### config.mk
export PLATFORM = sky130hd
export DESIGN_NAME = qpsk_zip_arbiter
export DESIGN_NICKNAME = d
export VERILOG_FILES = /design/src/rtl/qpsk_zip_arbiter.sv
export SDC_FILE = /design/constraint.sdc
export NUM_CORES = 1
export LEC_CHECK = 0
export BUFFER_PORTS_ARGS = -buffer_cell sky130_fd_sc_hd__buf_2
export CAP_MARGIN = 20
export CORE_MARGIN = 10
export CORE_UTILIZATION = 45
export CTS_CLUSTER_DIAMETER = 80
export DETAILED_ROUTE_END_ITERATION = 12
export GPL_ROUTABILITY_DRIVEN = 0
export HOLD_SLACK_MARGIN = 0.02
export PLACE_DENSITY = 0.77
export SETUP_SLACK_MARGIN = 0.5
export SYNTH_ARGS = -nofsm -noshare
export SYNTH_HDL_FRONTEND = slang
export SYNTH_SLANG_ARGS = --single-unit
### constraint.sdc
create_clock -name clk -period 1.85 [get_ports clk]
set_clock_uncertainty 0.05 [all_clocks]
set_input_delay 0.0925 -clock clk [delete_from_list [all_inputs] [get_ports clk]]
set_output_delay 0.0925 -clock clk [all_outputs]
set_load 0.005 [all_outputs]
### src/rtl/qpsk_zip_arbiter.sv
// Packet-atomic round-robin arbiter sharing one zip/decimate datapath between
// two QPSK AXI-Stream channels, with runaway-packet truncation and status counters.
//
// state | meaning
// ------+-----------------------------------------------------------------
// IDLE  | no grant; arbitrate between pending sources (one cycle per packet)
// PASS  | granted source passed through combinationally to the zip datapath
// DROP  | packet hit the length limit; discard source beats until its tlast
module qpsk_zip_arbiter #(
  parameter int WIDTH       = 32,
  parameter int MAX_PKT_LEN = 1024,
  parameter int CNT_W       = 16
) (
  input  logic             clk,
  input  logic             reset,
  input  logic [WIDTH-1:0] s0_tdata,
  input  logic             s0_tlast,
  input  logic             s0_tvalid,
  output logic             s0_tready,
  input  logic [WIDTH-1:0] s1_tdata,
  input  logic             s1_tlast,
  input  logic             s1_tvalid,
  output logic             s1_tready,
  output logic [WIDTH-1:0] m_tdata,
  output logic             m_tlast,
  output logic             m_tvalid,
  input  logic             m_tready,
  output logic             m_tuser,
  output logic [CNT_W-1:0] pkt_cnt0,
  output logic [CNT_W-1:0] pkt_cnt1,
  output logic [CNT_W-1:0] trunc_cnt
);

  typedef enum logic [1:0] {
    IDLE = 2'd0,
    PASS = 2'd1,
    DROP = 2'd2
  } state_t;

  localparam logic [15:0]      LIMIT   = 16'(MAX_PKT_LEN - 1);
  localparam logic [CNT_W-1:0] CNT_MAX = '1;

  state_t      state, state_nxt;
  logic        sel, sel_nxt;
  logic        last_grant, last_grant_nxt;
  logic [15:0] beat_cnt, beat_cnt_nxt;
  logic        inc_pkt, inc_trunc;

  logic [WIDTH-1:0] sel_tdata;
  logic             sel_tlast;
  logic             sel_tvalid;
  logic             at_limit;

  assign sel_tdata  = sel ? s1_tdata  : s0_tdata;
  assign sel_tlast  = sel ? s1_tlast  : s0_tlast;
  assign sel_tvalid = sel ? s1_tvalid : s0_tvalid;
  assign at_limit   = (beat_cnt == LIMIT);

  always_ff @(posedge clk) begin
    if (!reset) begin
      state      <= IDLE;
      sel        <= 1'b0;
      last_grant <= 1'b1;
      beat_cnt   <= '0;
    end else begin
      state      <= state_nxt;
      sel        <= sel_nxt;
      last_grant <= last_grant_nxt;
      beat_cnt   <= beat_cnt_nxt;
    end
  end

  always_comb begin
    state_nxt      = state;
    sel_nxt        = sel;
    last_grant_nxt = last_grant;
    beat_cnt_nxt   = beat_cnt;
    inc_pkt        = 1'b0;
    inc_trunc      = 1'b0;
    s0_tready      = 1'b0;
    s1_tready      = 1'b0;
    m_tdata        = '0;
    m_tlast        = 1'b0;
    m_tvalid       = 1'b0;
    m_tuser        = 1'b0;
    case (state)
      IDLE: begin
        if (s0_tvalid || s1_tvalid) begin
          sel_nxt        = (s0_tvalid && s1_tvalid) ? ~last_grant : s1_tvalid;
          last_grant_nxt = sel_nxt;
          beat_cnt_nxt   = '0;
          state_nxt      = PASS;
        end
      end
      PASS: begin
        m_tdata   = sel_tdata;
        m_tvalid  = sel_tvalid;
        m_tuser   = sel;
        m_tlast   = sel_tlast | at_limit;
        s0_tready = ~sel & m_tready;
        s1_tready = sel & m_tready;
        if (sel_tvalid && m_tready) begin
          beat_cnt_nxt = 16'(beat_cnt + 16'd1);
          // A natural tlast on the limit beat is not a truncation.
          if (sel_tlast) begin
            inc_pkt   = 1'b1;
            state_nxt = IDLE;
          end else if (at_limit) begin
            inc_pkt   = 1'b1;
            inc_trunc = 1'b1;
            state_nxt = DROP;
          end
        end
      end
      DROP: begin
        s0_tready = ~sel;
        s1_tready = sel;
        if (sel_tvalid && sel_tlast) begin
          state_nxt = IDLE;
        end
      end
      default: begin
        state_nxt = IDLE;
      end
    endcase
  end

  always_ff @(posedge clk) begin
    if (!reset) begin
      pkt_cnt0  <= '0;
      pkt_cnt1  <= '0;
      trunc_cnt <= '0;
    end else begin
      if (inc_pkt && !sel && pkt_cnt0 != CNT_MAX) pkt_cnt0 <= pkt_cnt0 + 1'b1;
      if (inc_pkt && sel && pkt_cnt1 != CNT_MAX)  pkt_cnt1 <= pkt_cnt1 + 1'b1;
      if (inc_trunc && trunc_cnt != CNT_MAX)      trunc_cnt <= trunc_cnt + 1'b1;
    end
  end

endmodule
==> results.md, run 1 <==
* Crit path DAT at approximately 2.4 ns
* Cell Pwr Density at between 600 and 700 nW/um2
* Fmax at approximately 460 MHz
* Failing checks: setup timing
* Area delta synth->final at 80.79%
* Cell Area, Synth at 4156 um2
* Yosys cell types at 53
* Number of global-route vias before repair at around 5700
* Initial cell density of the core at between 40% and 50%
* Final core occ at 82.50%
* CTS buffer count at 9
* Syn_nets at approximately 580
* Post-route DRC at 0
* Crit-path cells: ha_4 -> and4b_1 -> and4_4 -> buf_4 -> o21ai_2 -> buf_12 -> buf_12 -> or3_1 -> a21oi_1
* Total track usage at about a quarter
* Leak at roughly 3 nW
* Startpoint class of the critical path: flop
* Share of cells above drive strength 1 at ~56%
* CP Data Required Time at 2.07 ns
* Period utilization at 117.4%
* Fin. max-slew vios at 0
* Router iterations before antenna repair at 5
* Hold path endpoint: last_grant$_SDFFE_PN1P_
* Met2 Use GR at between 40% and 50%
* Least-Margin Pin Slew at around 0.9 ns
* Routed Antenna Nets at 0
* Hold slack at roughly 0.13 ns
* Clk slew on worst S/H paths at 0.09 ns
* Total grt overflow at 0
* Number of synthesized flops with an enable pin at 0
* Cell Count, Final, Fillers Out at between 800 and 900
* # fillers at between 400 and 500
* PortBufs at approximately 160
* Primary FF master, synth: dfxtp_1
* Worst Reg-to-Reg Cells at 9
* Max_slew headroom at between 40% and 50%
* Clock Latency Late Sink at ~0.36 ns
* R2R setup slack at -0.32 ns
* Met3 GRT Util at around 6.6%
* # IOs at between 150 and 200
* PnR worst setup slack at -0.3226 ns
* Hold path start: s1_tvalid
* Via count at roughly 5600
* # setup viols final at 79
* Worst ir drop on vdd at about 0.00055 V
* Clk buf depth at 2
* Max incr delay on CP at around 0.40 ns
* Crit-path slowest cell: or3_1
* CP max FO at 13
* Post-layout net count at between 800 and 900
* Kind of critical path: flop to flop
* CTS root buf: clkbuf_8
* RSZ-0062 raised after global routing: true
* Via density at 6.359
* GRT busiest layer: met2
* Clk sinks at slightly below 70
* Inst Count DP at between 800 and 900
* Maxcap violations at 0
* Yosys reg bits at about 70
* Clock period minus worst slack at around 2.2 ns
* WL/cell at between 20 and 25 um
* Ys async rst share at 0%
* Initial antenna violation count at 3
* Worst Hold Depth at 3
* Final hold vios at 0
* Die ar. at between 10000 and 15000 um2
* Row cnt at 35
* Synth Instances at 500
* DRT Wirelength at approximately 22000 um
* H-tree depth at 3
* Maximum number of pins on one net before global-route repair at 38
* # hold bufs at CTS at 0
* Core area at a little over 9000 um2
* Crit-path most repeated cell: buf_12
* Initial DRC count at 499
* Pre-CTS setup slack at -0.2688 ns
* Reg2reg start: beat_cnt[0]$_SDFFE_PN0P_
* GRT met1 Usage at a little over a quarter
* HP Class: primary input to flop
* CTS tree: built
* Synthesized area per cell at 8.313 um2
* Die Wd at 116.1 um
* FF/Latch Area at 1374 um2
* Status: complete, but fails checks
* Seq/Total Area, Yosys at ~33%
* CP endpoint kind: flop
* R2r endpoint: pkt_cnt0[0]$_SDFFE_PN0P_
* Hpwl dp at roughly 11000 um
* First-pass GRT wire length at around 29000 um
* Area of the multi-input gates at roughly 3500 um2
* Die Span Y at between 100 and 150 um
* Synth warn at 0
routing by layer:
layer / vias up / part of all wire (%)
li1: 2390 / -
met1: 2681 / 35
met2: 420 / 49
met3: 143 / 8.7
met4: 0 / 7.4
met5: - / 0
placed cells by master, fill, tap and decap left out, types with 9 or more instances in the layout:
cell	Yosys	final
nand2_1	37	35
nand2b_1	10	9
xor2_1	13	12
clkbuf_8	0	9
nor2_1	27	24
nand4_1	17	17
nand3_2	0	12
a21oi_1	35	21
buf_2	9	149
or4_1	23	16
nor2b_4	0	16
o21ai_0	12	9
a21oi_2	0	13
buf_4	1	84
mux2i_1	45	31
buf_12	0	14
mux2i_4	1	11
nand3_1	29	16
buf_6	0	24
and4_1	11	9
o31ai_1	23	18
dfxtp_1	68	60
nor2b_1	33	16
flip-flops by register name, summed over array words and instances, names as in the netlist:
| signal | count |
|---|---|
| beat_cnt | 16 |
| last_grant | 1 |
| pkt_cnt0 | 16 |
| pkt_cnt1 | 16 |
| sel | 1 |
| state | 2 |
| trunc_cnt | 16 |
logic make-up (layout without fill, tap and decap cells):
kind of cell / after synthesis / after routing / share of synthesized area [%]
simple gates: 227 / 228 / 31.31
compound gates: 91 / 91 / 14.18
flops: 68 / 68 / 32.75
mux: 48 / 48 / 11.92
buf+inv: 42 / 313 / 4.154
xor+xnor: 17 / 17 / 3.582
fa+ha+maj: 7 / 7 / 2.107
other cells: 0 / 3 / 0
worst max-delay path by stage:
stage,start,endpoint,slack (ns),cells past startpoint
6_report,beat_cnt[0]$_SDFFE_PN0P_,pkt_cnt0[0]$_SDFFE_PN0P_,-0.32,9
5_1_grt,beat_cnt[0]$_SDFFE_PN0P_,pkt_cnt0[7]$_SDFFE_PN0P_,-0.36,8
4_1_cts,beat_cnt[1]$_SDFFE_PN0P_,pkt_cnt1[15]$_SDFFE_PN0P_,-0.21,7
3_5_place_dp,beat_cnt[1]$_SDFFE_PN0P_,pkt_cnt1[6]$_SDFFE_PN0P_,-0.27,7
3_3_place_gp,beat_cnt[1]$_SDFFE_PN0P_,pkt_cnt1[7]$_SDFFE_PN0P_,-0.18,7
2_1_floorplan,beat_cnt[1]$_SDFFE_PN0P_,pkt_cnt1[2]$_SDFFE_PN0P_,-0.12,8
cells in the mapped netlist (3+ instances only):
cell,number,share of area (%)
dfxtp_1,68,33
nor2_1,27,2.4
clkbuf_1,18,1.6
and3_1,7,1.1
a21oi_1,35,4.2
xor2_1,13,2.7
xnor2_1,4,0.84
buf_1,3,0.27
o21ai_0,12,1.4
ha_1,7,2.1
and4_1,11,2.3
o31ai_1,23,4.2
nor3_1,6,0.72
nand4_1,17,2.6
nand3_1,29,3.5
o211ai_1,3,0.54
inv_1,10,0.90
nand2_1,37,3.3
buf_2,9,1.1
nor2b_1,33,5.0
nor4_1,5,0.75
mux2i_1,45,11
nand2b_1,10,1.5
or4_1,23,4.2
and2_1,5,0.75
or3_1,8,1.2
layout make-up:
cell class | instances | area share (%)
inverter | 11 | 0.5495
multi-input combinational | 391 | 46.05
timing repair buffer | 286 | 30.20
antenna | 3 | 0.09990
sequential | 68 | 18.28
clock inverter | 7 | 1.315
tap | 111 | 1.848
clock buffer | 9 | 1.648
through the flow:
stage          cell area [um2]  setup TNS [ns]  total power [mW]
2_1_floorplan             4394          -2.847             2.129
3_3_place_gp              5784          -2.970             2.441
3_5_place_dp              5784          -5.448             2.465
4_1_cts                   6938          -5.175             4.508
5_1_grt                   7515          -14.04             5.166
6_report                  7515          -10.68             5.048
where the power goes:
| part | switching (mW) | total (mW) | internal (mW) |
|---|---|---|---|
| clock network | 0.680 | 1.45 | 0.769 |
| logic | 0.910 | 2.09 | 1.18 |
| registers | 0.0283 | 1.51 | 1.48 |
| total | 1.62 | 5.05 | 3.43 |
what timing repair did:
| action | 4_1_cts | 5_1_grt |
|---|---|---|
| pin swaps | 32 | 33 |
| setup buffers | 23 | 16 |
| gates cloned | 10 | 1 |
| resized for setup | 107 | 88 |
| endpoints found under the setup margin | 103 | 104 |
critical path, delay by kind of cell, from the launching register on:
family          cells  cell delay, ns
compound gates      2            0.25
fa+ha+maj           1            0.14
buf+inv             3            0.41
flops               1            0.38
simple gates        3            0.84
(Power assumes the default switching activity.)
==> run 2, diff against run 1 <==
==> constraint.sdc (replaced) <==
create_clock -name clk -period 1.85 [get_ports clk]
set_clock_uncertainty 0.05 [all_clocks]
set_input_delay 0.2775 -clock clk [delete_from_list [all_inputs] [get_ports clk]]
set_output_delay 0.2775 -clock clk [all_outputs]
set_load 0.005 [all_outputs]
==> results.md, run 2 (same netlist as run 1, synthesis figures left out) <==
* Status: complete, but fails checks (unchanged)
* Failing checks: setup timing (unchanged)
* Diode count at 0 (was 3)
* WL/cell at 22.96 um (was 24.54 um)
* Initial DRC count at 578 (was 499)
* Worst ir drop on vdd at 0.0004998 V (was 0.0005480 V)
* Total grt overflow at 0 (unchanged)
* Least-Margin Pin Slew at 0.4404 ns (was 0.8740 ns)
* Inst Count DP at 823 (was 817)
* Area delta synth->final at 77.87% (was 80.79%)
* Startpoint class of the critical path: flop (unchanged)
* HP Class: primary input to flop (unchanged)
* Most frequent cells in the layout: buf_2, buf_4, dfxtp_1 (unchanged)
* Max_slew headroom at 70.60% (was 41.65%)
* Crit-path cells: inv_2 -> ha_4 -> buf_6 -> and2_4 -> buf_6 -> o21ai_4 -> nor2_1 -> buf_2 (was ha_4 -> and4b_1 -> and4_4 -> buf_4 -> o21ai_2 -> buf_12 -> buf_12 -> or3_1 -> a21oi_1)
* CP max FO at 3 (was 13)
* CP Data Required Time at 1.52 ns (was 2.07 ns)
* Clk sinks at 68 (unchanged)
* Via density at 6.220 (was 6.359)
* DRT Wirelength at 20180 um (was 21740 um)
* Via count at 5467 (was 5634)
* Final hold vios at 0 (unchanged)
* Crit-path slowest cell: dfxtp_2 (was or3_1)
* Period utilization at 116.3% (was 117.4%)
* CTS buffer count at 9 (unchanged)
* Number of global-route vias before repair at 5523 (was 5657)
* # setup viols final at 100 (was 79)
* Leak at 3.043 nW (was 3.081 nW)
* Row cnt at 35 (unchanged)
* Clock Latency Late Sink at 0.36 ns (about the same)
* Crit path DAT at 1.82 ns (was 2.39 ns)
* Die Wd at 116.1 um (unchanged)
* Most common cell after layout, fill and taps aside: buf_2 (unchanged)
* Clk buf depth at 2 (unchanged)
* Initial antenna violation count at 0 (was 3)
* Router iterations before antenna repair at 5 (unchanged)
* CTS root buf: clkbuf_8 (unchanged)
* Core area at 9109 um2 (unchanged)
* PortBufs at 155 (unchanged)
* Routed Antenna Nets at 0 (unchanged)
* Maxcap violations at 0 (unchanged)
* Hpwl dp at 10860 um (was 11030 um)
* CTS tree: built (unchanged)
* Die Span Y at 116.1 um (unchanged)
* R2R setup slack at -0.25 ns (was -0.32 ns)
* Die ar. at 13480 um2 (unchanged)
* Max incr delay on CP at 0.33 ns (was 0.40 ns)
* Worst Reg-to-Reg Cells at 10 (was 9)
* First-pass GRT wire length at 27030 um (was 28850 um)
* Post-layout net count at 841 (was 845)
* Post-route DRC at 0 (unchanged)
* # IOs at 156 (unchanged)
* Crit-path most repeated cell: buf_6 (was buf_12)
* # hold bufs at CTS at 0 (unchanged)
* Cell Pwr Density at 641.6 nW/um2 (was 671.8 nW/um2)
* Fin. max-slew vios at 0 (unchanged)
* End of the critical path: s0_tready (was pkt_cnt0[0]$_SDFFE_PN0P_)
* Kind of critical path: flop to primary output (was flop to flop)
* Maximum number of pins on one net before global-route repair at 25 (was 38)
* Total track usage at 24.87% (was 26.63%)
* Clock period minus worst slack at 2.151 ns (was 2.173 ns)
* Clk slew on worst S/H paths at 0.08 ns (was 0.09 ns)
* Share of cells above drive strength 1 at 56.12% (was 56.09%)
* # fillers at 478 (was 450)
* Cell Count, Final, Fillers Out at 879 (was 886)
* Initial cell density of the core at 45.63% (unchanged)
* Pre-CTS setup slack at -0.2394 ns (was -0.2688 ns)
* PnR worst setup slack at -0.3012 ns (was -0.3226 ns)
* CP endpoint kind: primary output (was flop)
* Setup crit start: state[1]$_SDFFE_PN0P_ (was beat_cnt[0]$_SDFFE_PN0P_)
* RSZ-0062 raised after global routing: true (unchanged)
* Setup TNS at -13.84 ns (was -10.68 ns)
* H-tree depth at 3 (unchanged)
* Reg2reg start: state[1]$_SDFFE_PN0P_ (was beat_cnt[0]$_SDFFE_PN0P_)
* Fmax at 464.9 MHz (was 460.3 MHz)
* R2r endpoint: trunc_cnt[10]$_SDFFE_PN0P_ (was pkt_cnt0[0]$_SDFFE_PN0P_)
==> run 2: cell types whose count changed in the layout (fill, tap and decap cells not counted), moves of 6 or more <==
cell,change
nand3_2,-6
mux2i_4,-7
mux2i_1,+11
buf_2,-8
buf_6,+14
nor2b_4,+8
nor2b_1,-7
==> run 2: cell type report <==
class / count / area (um2) / area share, %
Clock buffer: 11 / 131.4 / 1.777
Clock inverter: 5 / 52.55 / 0.7108
Inverter: 11 / 41.29 / 0.5585
Multi-Input combinational cell: 390 / 3445 / 46.59
Sequential cell: 68 / 1380 / 18.67
Tap cell: 111 / 138.9 / 1.878
Timing Repair Buffer: 283 / 2205 / 29.82
==> run 2: worst max-delay path, delay by kind of cell, from the launching register on <==
family | cells | cell delay, ns
AOI/OAI and AO/OA | 1 | 0.06
adders and majority gates | 1 | 0.19
DFF | 1 | 0.33
and+or+nand+nor | 2 | 0.34
buffers and inverters | 4 | 0.53
==> run 2: worst min path at each step <==
stage,cells after the start,to,start
global route,2,last_grant$_SDFFE_PN1P_,reset
finish,2,last_grant$_SDFFE_PN1P_,reset
CTS,2,last_grant$_SDFFE_PN1P_,reset
floorplan,2,pkt_cnt0[10]$_SDFFE_PN0P_,reset
detailed placement,2,pkt_cnt0[5]$_SDFFE_PN0P_,pkt_cnt0[5]$_SDFFE_PN0P_
global placement,2,pkt_cnt0[8]$_SDFFE_PN0P_,pkt_cnt0[8]$_SDFFE_PN0P_
==> run 2: timing repair <==
action | 4_1_cts | 5_1_grt
resized for setup | 97 | 99
buffers inserted | 24 | 5
pin swaps | 43 | 27
hold endpoints to repair | 0 | 0
endpoints found under the setup margin | 103 | 106
gates cloned | 10 | 1
==> run 2: routing by layer <==
layer | track usage (%) | part of all wire [%] | vias to the layer above
met5 | 0 | 0 | -
met4 | 13.18 | 5.9 | 0
met3 | 7.345 | 8.7 | 108
met2 | 47.63 | 51 | 385
met1 | 23.19 | 34 | 2592
li1 | - | - | 2382
==> run 2: metrics by stage <==
step / hold slack [ns] / util [%] / total power [mW] / instance area, um2
after floorplan: 0.3769 / - / 2.161 / 4429
after global placement: 0.4234 / 64.00 / 2.494 / 5829
after detailed placement: 0.4398 / 64.00 / 2.526 / 5829
after CTS: 0.2729 / 75.55 / 4.366 / 6882
after global routing: 0.3078 / 81.17 / 4.861 / 7393
final: 0.3072 / 81.17 / 4.743 / 7393
==> run 2: power breakdown <==
part	internal (mW)	leakage, nW	switching, mW
combinational	1.13	2.40	0.865
clock	0.617	0.0931	0.615
sequential	1.48	0.555	0.0300
